## config.mk

```make
export PLATFORM = sky130hd
export DESIGN_NAME = fetch_sequencer
export DESIGN_NICKNAME = d
export VERILOG_FILES = /design/src/rtl/ifetch_pkg.sv /design/src/rtl/return_addr_stack.sv /design/src/rtl/fetch_sequencer.sv
export SDC_FILE = /design/constraint.sdc
export NUM_CORES = 1
export LEC_CHECK = 0
export ABC_AREA = 1
export BUFFER_PORTS_ARGS = -buffer_cell sky130_fd_sc_hd__buf_2
export CAP_MARGIN = 20
export CORE_MARGIN = 2
export CORE_UTILIZATION = 30
export DETAILED_ROUTE_END_ITERATION = 10
export PLACE_DENSITY_LB_ADDON = 0.25
export SYNTH_ARGS = -nofsm -noshare
export SYNTH_HDL_FRONTEND = slang
export SYNTH_HIERARCHICAL = 1
export SYNTH_SLANG_ARGS = --single-unit
```

## constraint.sdc

```tcl
create_clock -name clk -period 5.6 [get_ports clk]
set_clock_uncertainty 0.15 [all_clocks]
set_input_delay 1.12 -clock clk [delete_from_list [all_inputs] [get_ports clk]]
set_output_delay 1.12 -clock clk [all_outputs]
set_load 0.02 [all_outputs]
```

## src/rtl/ifetch_pkg.sv

```systemverilog
// Shared types and default sizes for the instruction fetch sequencer.
package ifetch_pkg;
    localparam int ADDR_W_DEF    = 12;
    localparam int INSTR_W_DEF   = 19;
    localparam int RAS_DEPTH_DEF = 8;

    // Encoding 3 is reserved and behaves as JUMP.
    typedef enum logic [1:0] {
        JUMP = 2'd0,
        CALL = 2'd1,
        RET  = 2'd2
    } redir_kind_t;

    typedef enum logic {
        RUN    = 1'b0,
        HALTED = 1'b1
    } fs_state_t;
endpackage

```

## src/rtl/return_addr_stack.sv

```systemverilog
// Return-address stack: LIFO of ADDR-wide entries with full/empty flags.
// A push while full or a pop while empty is ignored; the caller flags it.
module return_addr_stack #(
    parameter int DEPTH = 8,
    parameter int W     = 12
) (
    input  logic         clk,
    input  logic         rst,
    input  logic         push,
    input  logic         pop,
    input  logic [W-1:0] push_data,
    output logic [W-1:0] top,
    output logic         full,
    output logic         empty
);
    localparam int SP_W = $clog2(DEPTH) + 1;
    localparam int IX_W = SP_W - 1;

    logic [SP_W-1:0] sp;
    logic [SP_W-1:0] sp_m1;
    logic [W-1:0]    stack [DEPTH];

    assign full  = (sp == SP_W'(DEPTH));
    assign empty = (sp == '0);
    assign sp_m1 = sp - SP_W'(1);
    assign top   = stack[sp_m1[IX_W-1:0]];

    always_ff @(posedge clk) begin
        if (rst) begin
            sp <= '0;
        end else if (push && !full) begin
            sp <= sp + SP_W'(1);
        end else if (pop && !empty) begin
            sp <= sp_m1;
        end
    end

    // Entry storage needs no reset: it is only read below a valid sp.
    always_ff @(posedge clk) begin
        if (!rst && push && !full) begin
            stack[sp[IX_W-1:0]] <= push_data;
        end
    end
endmodule

```

## src/rtl/fetch_sequencer.sv

```systemverilog
// Program-counter sequencer: drives instruction memory address, holds one
// fetched word for decode, and handles jump/call/return redirects and halt.
module fetch_sequencer
    import ifetch_pkg::*;
#(
    parameter int ADDR_W    = ADDR_W_DEF,
    parameter int INSTR_W   = INSTR_W_DEF,
    parameter int RAS_DEPTH = RAS_DEPTH_DEF
) (
    input  logic               clk,
    input  logic               rst,
    output logic [ADDR_W-1:0]  mem_addr,
    input  logic [INSTR_W-1:0] mem_instr,
    output logic               if_valid,
    output logic [INSTR_W-1:0] if_instr,
    output logic [ADDR_W-1:0]  if_pc,
    input  logic               id_ready,
    input  logic               redir_valid,
    input  logic [1:0]         redir_kind,
    input  logic [ADDR_W-1:0]  redir_target,
    input  logic [ADDR_W-1:0]  redir_link,
    input  logic               halt_req,
    output logic               halted,
    output logic               ras_overflow,
    output logic               ras_underflow
);
    fs_state_t         state;
    logic [ADDR_W-1:0] pc;

    logic              run;
    logic              take_halt;
    logic              take_redir;
    logic              adv;
    logic              is_call;
    logic              is_ret;
    logic              ras_push;
    logic              ras_pop;
    logic              ras_full;
    logic              ras_empty;
    logic [ADDR_W-1:0] ras_top;

    // Handshake: the word in if_instr/if_pc transfers to decode on any edge
    // where if_valid && id_ready. While if_valid && !id_ready the register
    // and pc hold. A redirect or halt flushes the register regardless.
    assign run        = (state == RUN);
    assign take_halt  = run && halt_req;
    assign take_redir = run && !halt_req && redir_valid;
    assign adv        = run && (!if_valid || id_ready);

    assign is_call = (redir_kind == CALL);
    assign is_ret  = (redir_kind == RET);

    assign ras_push = take_redir && is_call && !ras_full;
    assign ras_pop  = take_redir && is_ret && !ras_empty;

    assign mem_addr = pc;
    assign halted   = (state == HALTED);

    return_addr_stack #(
        .DEPTH (RAS_DEPTH),
        .W     (ADDR_W)
    ) u_ras (
        .clk       (clk),
        .rst       (rst),
        .push      (ras_push),
        .pop       (ras_pop),
        .push_data (redir_link),
        .top       (ras_top),
        .full      (ras_full),
        .empty     (ras_empty)
    );

    always_ff @(posedge clk) begin
        if (rst) begin
            state         <= RUN;
            pc            <= '0;
            if_valid      <= 1'b0;
            if_instr      <= '0;
            if_pc         <= '0;
            ras_overflow  <= 1'b0;
            ras_underflow <= 1'b0;
        end else if (take_halt) begin
            state    <= HALTED;
            if_valid <= 1'b0;
        end else if (take_redir) begin
            if_valid <= 1'b0;
            if (is_ret) begin
                if (!ras_empty) begin
                    pc <= ras_top;
                end else begin
                    pc            <= redir_target;
                    ras_underflow <= 1'b1;
                end
            end else begin
                pc <= redir_target;
                if (is_call && ras_full) begin
                    ras_overflow <= 1'b1;
                end
            end
        end else if (adv) begin
            if_instr <= mem_instr;
            if_pc    <= pc;
            if_valid <= 1'b1;
            pc       <= pc + ADDR_W'(1);
        end
    end
endmodule

```

# Word-level counts from Yosys, hierarchy flattened
# Memory sizes are Yosys's and may differ from the RTL's.
# Cells that the tools add are included.
[totals]
mem_count = 1
regBits = 51
mem_bits_rw = 96
out_inout_bits = 47
input_bits = 50
wordCells = 54
[mem_list]
columns = ["name", "depth", "word_bits", "rd", "rd_clocked_by_memory_dff", "wr", "line_no", "source"]
rows = [
  ["u_ras.stack", 8, 12, 1, 0, 1, "return_addr_stack.sv:21", "logic [W-1:0] stack [DEPTH];"],
]
[op_classes]
n_eq_ne = 3
addsub = 3
bitwise_logic = 4
reduce_logical = 27
n_mux = 8
[ops]
columns = ["op", "n"]
rows = [
  ["two-way mux 12 bit", 4],
  ["logical AND 1 bit", 13],
  ["adder 12 x 1 -> 12 bit, second input constant", 1],
  ["two-way mux 4 bit", 2],
  ["AND reduction 4 bit", 2],
  ["zero test 1 bit", 5],
  ["adder 4 x 1 -> 4 bit, second input constant", 1],
  ["equality test 4 bit, second input constant", 1],
  ["zero test 4 bit", 1],
  ["inverter 1 bit", 4],
  ["nonzero test 2 bit", 2],
  ["subtractor 4 x 1 -> 4 bit, second input constant", 1],
  ["AND reduction 3 bit", 1],
  ["OR reduction 3 bit", 1],
  ["equality test 2 x 1 -> 1 bit, second input constant", 1],
  ["equality test 2 bit, second input constant", 1],
  ["two-way mux 1 bit", 2],
  ["AND reduction 2 bit", 1],
  ["logical OR 1 bit", 1],
]

# Longest topological paths before layout
# Gate-level depths: netlist of run 1.
[logic_depth]
word_depth = 9
depth_mapped = 16

# Modules after synthesis
# The synthesis of run 1 kept the hierarchy.
[modules_own_cells]
columns = ["module", "area_per_inst_um2", "instances", "seq_area_each_um2", "cells_per_inst"]
rows = [
  ["return_addr_stack", 4205.3, 1, 2962.8, 343],
  ["fetch_sequencer", 2227.1, 1, 940.9, 323],
]

# Worst setup path after synthesis of run 1
# Ideal clock, no wire load.
[synth_timing]
path_kind = "input to register"
startpoint = "input port halt_req"
endpoint = "memory u_ras.stack[1][0] (enable)"
arrival_time_ns = 3.237
setup_slack_ns = 1.817
path_buffers = 2
cell_stages = 9
required_time_ns = 5.054
path_cell_list = "nor2_4 > nand2_2 > buf_4 > buf_4 > nor4_1 > nand2_4 > nor2_4 > inv_2 > nor3_1"
[synth_between]
elab_chain_len = 9
[synth_rtl]
columns = ["element", "line_no", "source"]
rows = [
  ["from (decl)", "fetch_sequencer.sv:22", "input logic halt_req,"],
  ["zero test 1 bit", "fetch_sequencer.sv:47", "assign take_redir = run && !halt_req && redir_valid;"],
  ["logical AND 1 bit (2 in a row)", "fetch_sequencer.sv:47", ""],
  ["logical AND 1 bit (2 in a row)", "fetch_sequencer.sv:53", "assign ras_push = take_redir && is_call && !ras_full;"],
  ["named net ras_push", "fetch_sequencer.sv:36", "logic ras_push;"],
  ["logical AND 1 bit (2 in a row)", "return_addr_stack.sv:40", "if (!rst && push && !full) begin"],
  ["two-way mux 1 bit", "return_addr_stack.sv:40", ""],
  ["two-way mux 1 bit (implied by the code)", "return_addr_stack.sv:41", "stack[sp[IX_W-1:0]] <= push_data;"],
  ["to (decl)", "return_addr_stack.sv:21", ""],
]
# The timed path passes the listed nets, and every way through them passes these cells.

# Worst setup path after layout of run 1
[layout_timing]
startpoint = "register u_ras.sp[0]"
endpoint = "memory u_ras.stack[7][8] (enable)"
[layout_between]
elab_chain_len = 7
[layout_rtl]
columns = ["element", "line_no", "source"]
rows = [
  ["from (decl)", "return_addr_stack.sv:19", "logic [SP_W-1:0] sp;"],
  ["from (signal assigned)", "return_addr_stack.sv:32", "sp <= sp + SP_W'(1);"],
  ["from (signal assigned)", "return_addr_stack.sv:34", "sp <= sp_m1;"],
  ["equality test 4 bit", "return_addr_stack.sv:23", "assign full = (sp == SP_W'(DEPTH));"],
  ["named net ras_full", "fetch_sequencer.sv:38", "logic ras_full;"],
  ["zero test 1 bit", "fetch_sequencer.sv:53", ""],
  ["logical AND 1 bit", "fetch_sequencer.sv:53", ""],
  ["named net ras_push", "fetch_sequencer.sv:36", ""],
  ["logical AND 1 bit (2 in a row)", "return_addr_stack.sv:40", ""],
  ["two-way mux 1 bit", "return_addr_stack.sv:40", ""],
  ["two-way mux 1 bit (implied by the code)", "return_addr_stack.sv:41", ""],
]
# The timed path passes the listed nets, and every way through them passes these cells.

==> impl_metrics.ini, run 1 <==
[synth]
synthTopCellsByArea = edfxtp_1 (45%), dfxtp_1 (16%), nor2_1 (6.9%)
synth.distinct_cells = 33
synth_top_area_cell = edfxtp_1
synth_seq_cells = 147
ys_warn_count = 6
synth_seq_area_share_pct = 60.69
syn_area_per_cell_um2 = 9.658
synth_nets = 719
syn-cell-area_um2 = 6432
netlist_instances = 666
synth_top_area_share_pct = 44.82

[clocking]
cts_tree = built
cts_resized = 0
htree_levels = 4
numCtsBuffers = 17
cts_buffer_depth = 2
insertion_delay_ns = 0.42
clkSinkCount = 147
post_cts_buffers = 0
hold_buffers = 0
cts_root_buffer = clkbuf_16
path_clk_slew_ns = 0.06

[sta]
tns_ns = 0
fin_hold_ws_ns = 0.3083
worstMarginPinSlew_ns = 1.033
hold_viol_final = 0
period_minus_slack_ns = 3.406
maxSlewViolCount = 0
fmax_mhz = 293.6
slew_headroom_pct = 30.97
rsz0062_at_grt = false
setup_viol = 0
fin_crit_sh_pct = 60.82

[drt]
wl_per_cell_um = 15.61
drt_iter0_drc = 294
ant_nets = 0
firstDrtPassIters = 5
vias_per_cell = 4.746
drc_errors = 0
vias = 4931
wl_um = 16220

[setup_path]
worstSetupEndpointType = flip-flop
critPathRequiredTime_ns = 5.50
r2r_slack_ns = 2.19
r2r-start = u_ras/sp[0]
critPathMaxStageDelay_ns = 0.76
rr_endpoint = u_ras/stack[7][8]
crit_fanout = 55
worstSetupStartpointType = flip-flop
crit_path_top_delay_cell = nor3_2
crit_chain = inv_4 > ha_1 > nand3_2 > inv_1 > nor4_1 > nand2_4 > nor2_4 > inv_2 > nor3_2
r2r_cells = 9
criticalPathCategory = reg -> reg
worstPathArrival_ns = 3.30

[grt]
grtUsageTotal_pct = 14.61
antenna_found_initial = 1
grt_pass1_wl_um = 25390
overflow = 0
grt_pass1_vias = 4688
grt_max_degree = 56

[run_status]
outcome = completed

[min_path]
hold_start = if_instr[15]
holdCritPathClass = reg -> reg
worstHoldPathCells = 2
hold_end = if_instr[15]

[final_layout]
drive_gt1_share_pct = 21.52
num-nets-final = 804
final_common_cell = nor2_1
seq_area_um2 = 3904
multi_input_area_um2 = 2196
n_fill_cell = 2120
final_cell_mix = nor2_1 (119), nand2_1 (100), buf_2 (96), edfxtp_1 (96), a21oi_1 (56)
area_growth_pct = 18.48

[pwr]
peakVddDrop_mv = 0.1944
seq_power_share_pct = 48.7
p_leak_nw = 2.845
internal_power_w = 0.001847
power_frac_comb_pct = 8.1
clkPwrFrac_pct = 43.1
p_switching_w = 0.0006049
switching_share_pct = 24.67
powerDensity_nw_per_um2 = 321.7

[floorplan]
die_x_um = 150.4
die_area_um2 = 22630
coreArea_um2 = 21020
initial_core_util_pct = 30.60
fp.dieH_um = 150.4
pin_count = 97
rows = 53

[placement]
place.gp.congestion = 0.7661
port_buffers = 96
dp_hpwl_um = 10690

[flow_run]
maxCapViolations = 0
power groups by stage:
stage / logic, W / registers, W / clock network [W]
final: 0.000200 / 0.00119 / 0.00106
after detailed placement: 0.000202 / 0.00122 / 0
after global routing: 0.000223 / 0.00120 / 0.00113
after floorplan: 0.000111 / 0.00123 / 0
after CTS: 0.000202 / 0.00119 / 0.00109
after global placement: 0.000201 / 0.00122 / 0
stage by stage:
step	instances	util [%]	total power [W]	worst slack, ns	area, µm²
floorplan	666	-	0.001346	1.817	6432
global placement	1005	33.59	0.001418	1.844	7062
detailed placement	1005	33.59	0.001419	1.747	7062
CTS	1035	36.16	0.002483	2.018	7601
global route	1037	36.23	0.002551	1.907	7616
finish	1039	36.25	0.002452	2.194	7621
kinds of logic after synthesis:
family,share of synthesized area [%]
and+or+nand+nor,19.76
xor gates and xnor gates,0.1362
AOI/OAI and AO/OA,13.34
adders and majority gates,0.5836
buffers and inverters,5.485
DFF,60.69
worst max-delay path: cells and delay by family, from the launching register on:
family,cells,cell delay [ns]
adders and majority gates,1,0.35
DFF,1,0.37
buffers and inverters,3,0.38
and+or+nand+nor,5,1.76
per-layer routing:
layer  part of all wire (%)  track usage [%]
met2                     44            22.23
met5                      0                0
met3                    6.6            3.485
met4                    1.6            5.094
met1                     48            20.35
final cells by class:
| class | count | area share, % |
|---|---|---|
| diodes | 2 | 0.06567 |
| clock buffers | 19 | 5.681 |
| multi-input cells | 458 | 28.81 |
| well taps | 275 | 4.515 |
| repair buffers | 104 | 7.092 |
| clock inverters | 11 | 1.396 |
| inverters | 23 | 1.215 |
| flip-flops and latches | 147 | 51.22 |
how the worst max path moves through the flow:
stage,from,to,slack [ns],cells after the start
5_1_grt,u_ras/sp[0],u_ras/stack[7][9],1.91,9
6_report,u_ras/sp[0],u_ras/stack[7][8],2.19,9
3_3_place_gp,halt_req,u_ras/stack[2][5],1.84,8
2_1_floorplan,halt_req,u_ras/stack[1][0],1.82,9
3_5_place_dp,halt_req,u_ras/stack[2][6],1.75,8
4_1_cts,u_ras/sp[0],u_ras/stack[2][5],2.02,9
sequential cells by signal, indices dropped and copies added, names as in the netlist:
signal / cells
ras_underflow: 1
if_valid: 1
u_ras/sp: 4
halted: 1
u_ras/stack: 96
if_pc: 12
if_instr: 19
mem_addr: 12
ras_overflow: 1
cells in the mapped netlist (all sizes together):
| cell | n |
|---|---|
| nor4 | 1 |
| nand4 | 5 |
| edfxtp | 96 |
| ha | 3 |
| clkbuf | 4 |
| a41oi | 1 |
| clkinv | 1 |
| dfxtp | 51 |
| o21a | 12 |
| a21oi | 65 |
| nand3 | 55 |
| nand2 | 107 |
| nor2 | 123 |
| xnor2 | 1 |
| inv | 22 |
| nor3 | 5 |
| o21ai | 78 |
| nand3b | 1 |
| buf | 34 |
| a31oi | 1 |
(Power assumes the default switching activity.)
==> run 2, diff against run 1 <==
==> constraint.sdc (replaced) <==
create_clock -name clk -period 3.3 [get_ports clk]
set_clock_uncertainty 0.15 [all_clocks]
set_input_delay 0.66 -clock clk [delete_from_list [all_inputs] [get_ports clk]]
set_output_delay 0.66 -clock clk [all_outputs]
set_load 0.02 [all_outputs]
==> impl_metrics.ini, run 2 (synthesized netlist as in run 1, its figures left out) <==
[drt]
vias = 4856
wl_um = 15980
firstDrtPassIters = 5
ant_nets = 0
wl_per_cell_um = 15.27
drc_errors = 0
vias_per_cell = 4.642
drt_iter0_drc = 302

[final_layout]
final_cell_mix = nor2_1 (119), nand2_1 (100), buf_2 (96), edfxtp_1 (96), a21oi_1 (56)
largest_register_ffs = 96
final_core_util_pct = 36.68
seq_area_um2 = 3904
n_fill_cell = 2094
final_common_cell = nor2_1
drive_gt1_share_pct = 22.18
num-nets-final = 811
multi_input_area_um2 = 2196
area_growth_pct = 19.88
diodes = 0

[clocking]
cts_root_buffer = clkbuf_16
cts_resized = 0
cts_buffer_depth = 2
numCtsBuffers = 17
insertion_delay_ns = 0.42
path_clk_slew_ns = 0.06
cts_tree = built
post_cts_buffers = 0
hold_buffers = 0
htree_levels = 4
clkSinkCount = 147

[setup_path]
worst_path_most_repeated_cell = inv_1
r2r-start = u_ras/sp[1]
worstSetupEndpointType = flip-flop
criticalPathCategory = reg -> reg
path_buf_inv = 4
r2r_slack_ns = 0.55
worstSetupStartpoint = u_ras/sp[1]
critPathRequiredTime_ns = 3.27
worstPathArrival_ns = 2.72
critPathMaxStageDelay_ns = 0.51
worstSetupStartpointType = flip-flop
crit_family = simple AND/OR/NAND/NOR gates
rr_endpoint = u_ras/stack[1][0]
cp.depth = 10
r2r_cells = 10
crit_chain = inv_1 > ha_1 > nand3_2 > inv_1 > nor4_1 > nand2_4 > nor2_4 > inv_2 > nor3_2 > buf_4
crit_path_top_delay_cell = nor4_1
crit_fanout = 10

[sta]
period_minus_slack_ns = 2.751
final.setup.worst_slack_ns = 0.5487
fin_hold_ws_ns = 0.3089
fmax_mhz = 363.5
rsz0062_at_grt = false
hold_viol_final = 0
setup_viol = 0
worstMarginPinSlew_ns = 0.8010
fin_crit_sh_pct = 83.37
maxSlewViolCount = 0
slew_headroom_pct = 46.60

[min_path]
hold_end = if_pc[7]
holdCritPathClass = reg -> reg
worstHoldPathCells = 2
hold_start = if_pc[7]

[run_status]
outcome = completed

[pwr]
peakVddDrop_mv = 0.4049
p_leak_nw = 2.906
seq_power_share_pct = 47.4
clkPwrFrac_pct = 44.6
switching_share_pct = 24.47
p_switching_w = 0.001045
powerDensity_nw_per_um2 = 554.1
power_frac_comb_pct = 8.0
internal_power_w = 0.003227

[floorplan]
fp.dieH_um = 150.4
die_area_um2 = 22630
initial_core_util_pct = 30.60
coreArea_um2 = 21020
die_x_um = 150.4
rows = 53
pin_count = 97

[grt]
grt_max_degree = 55
grt_pass1_wl_um = 24210
grt_pass1_vias = 4534
overflow = 0
antenna_found_initial = 0
grtUsageTotal_pct = 14.09

[placement]
port_buffers = 96
place.gp.congestion = 0.7906
dp_hpwl_um = 10740
post-place-ws_ns = 0.5470

[flow_run]
maxCapViolations = 0
run 2: cell types whose count changed in the layout (fill, tap and decap cells not counted), moves of 2 or more:
cell | previous run | this run
buf_4 | 8 | 15
clkinv_1 | 0 | 3
diode_2 | 2 | 0
inv_8 | 0 | 2
run 2: how the worst max path moves through the flow:
| stage | slack [ns] | endpoint |
|---|---|---|
| final | 0.55 | u_ras/stack[1][0] |
| after global routing | 0.37 | u_ras/stack[1][8] |
| after CTS | 0.58 | u_ras/stack[1][8] |
| after detailed placement | 0.55 | u_ras/stack[1][5] |
| after global placement | 0.57 | u_ras/stack[4][7] |
| after floorplan | -0.02 | u_ras/stack[7][0] |
run 2: power by group through the flow:
| stage | registers [W] | logic, W | clock network [W] |
|---|---|---|---|
| 6_report | 0.00203 | 0.000340 | 0.00191 |
| 5_1_grt | 0.00203 | 0.000379 | 0.00203 |
| 4_1_cts | 0.00203 | 0.000345 | 0.00196 |
| 3_5_place_dp | 0.00207 | 0.000344 | 0 |
| 3_3_place_gp | 0.00207 | 0.000343 | 0 |
| 2_1_floorplan | 0.00210 | 0.000189 | 0 |
run 2: worst min-delay path, stage by stage (launching register included):
cell and delay [ns]:
dfxtp_1 0.30, nand2_1 0.06, a21oi_1 0.05
run 2: final cells by class:
type / instances / share of cell area (%)
flip-flops and latches: 147 / 50.62
multi-input cells: 458 / 28.48
repair buffers: 111 / 7.691
clock buffers: 18 / 5.565
well taps: 275 / 4.462
clock inverters: 14 / 1.980
inverters: 23 / 1.201
run 2: layer usage:
layer  vias up  global-route usage [%]  wire (µm)
met5         -                       0          0
met4         0                   4.245         60
met3         2                   3.636       1073
met2       144                   21.61       7009
met1      2226                   19.59       7834
li1       2484                       -          -
run 2: per-stage QoR:
step	std cells	TNS (ns)	instance area [µm²]	power (W)
CTS	1046	0	7711	0.004327
finish	1046	0	7711	0.004272
global route	1046	0	7711	0.004436
floorplan	666	-1.098	6432	0.002284
detailed placement	1014	0	7129	0.002410
global placement	1014	0	7129	0.002409
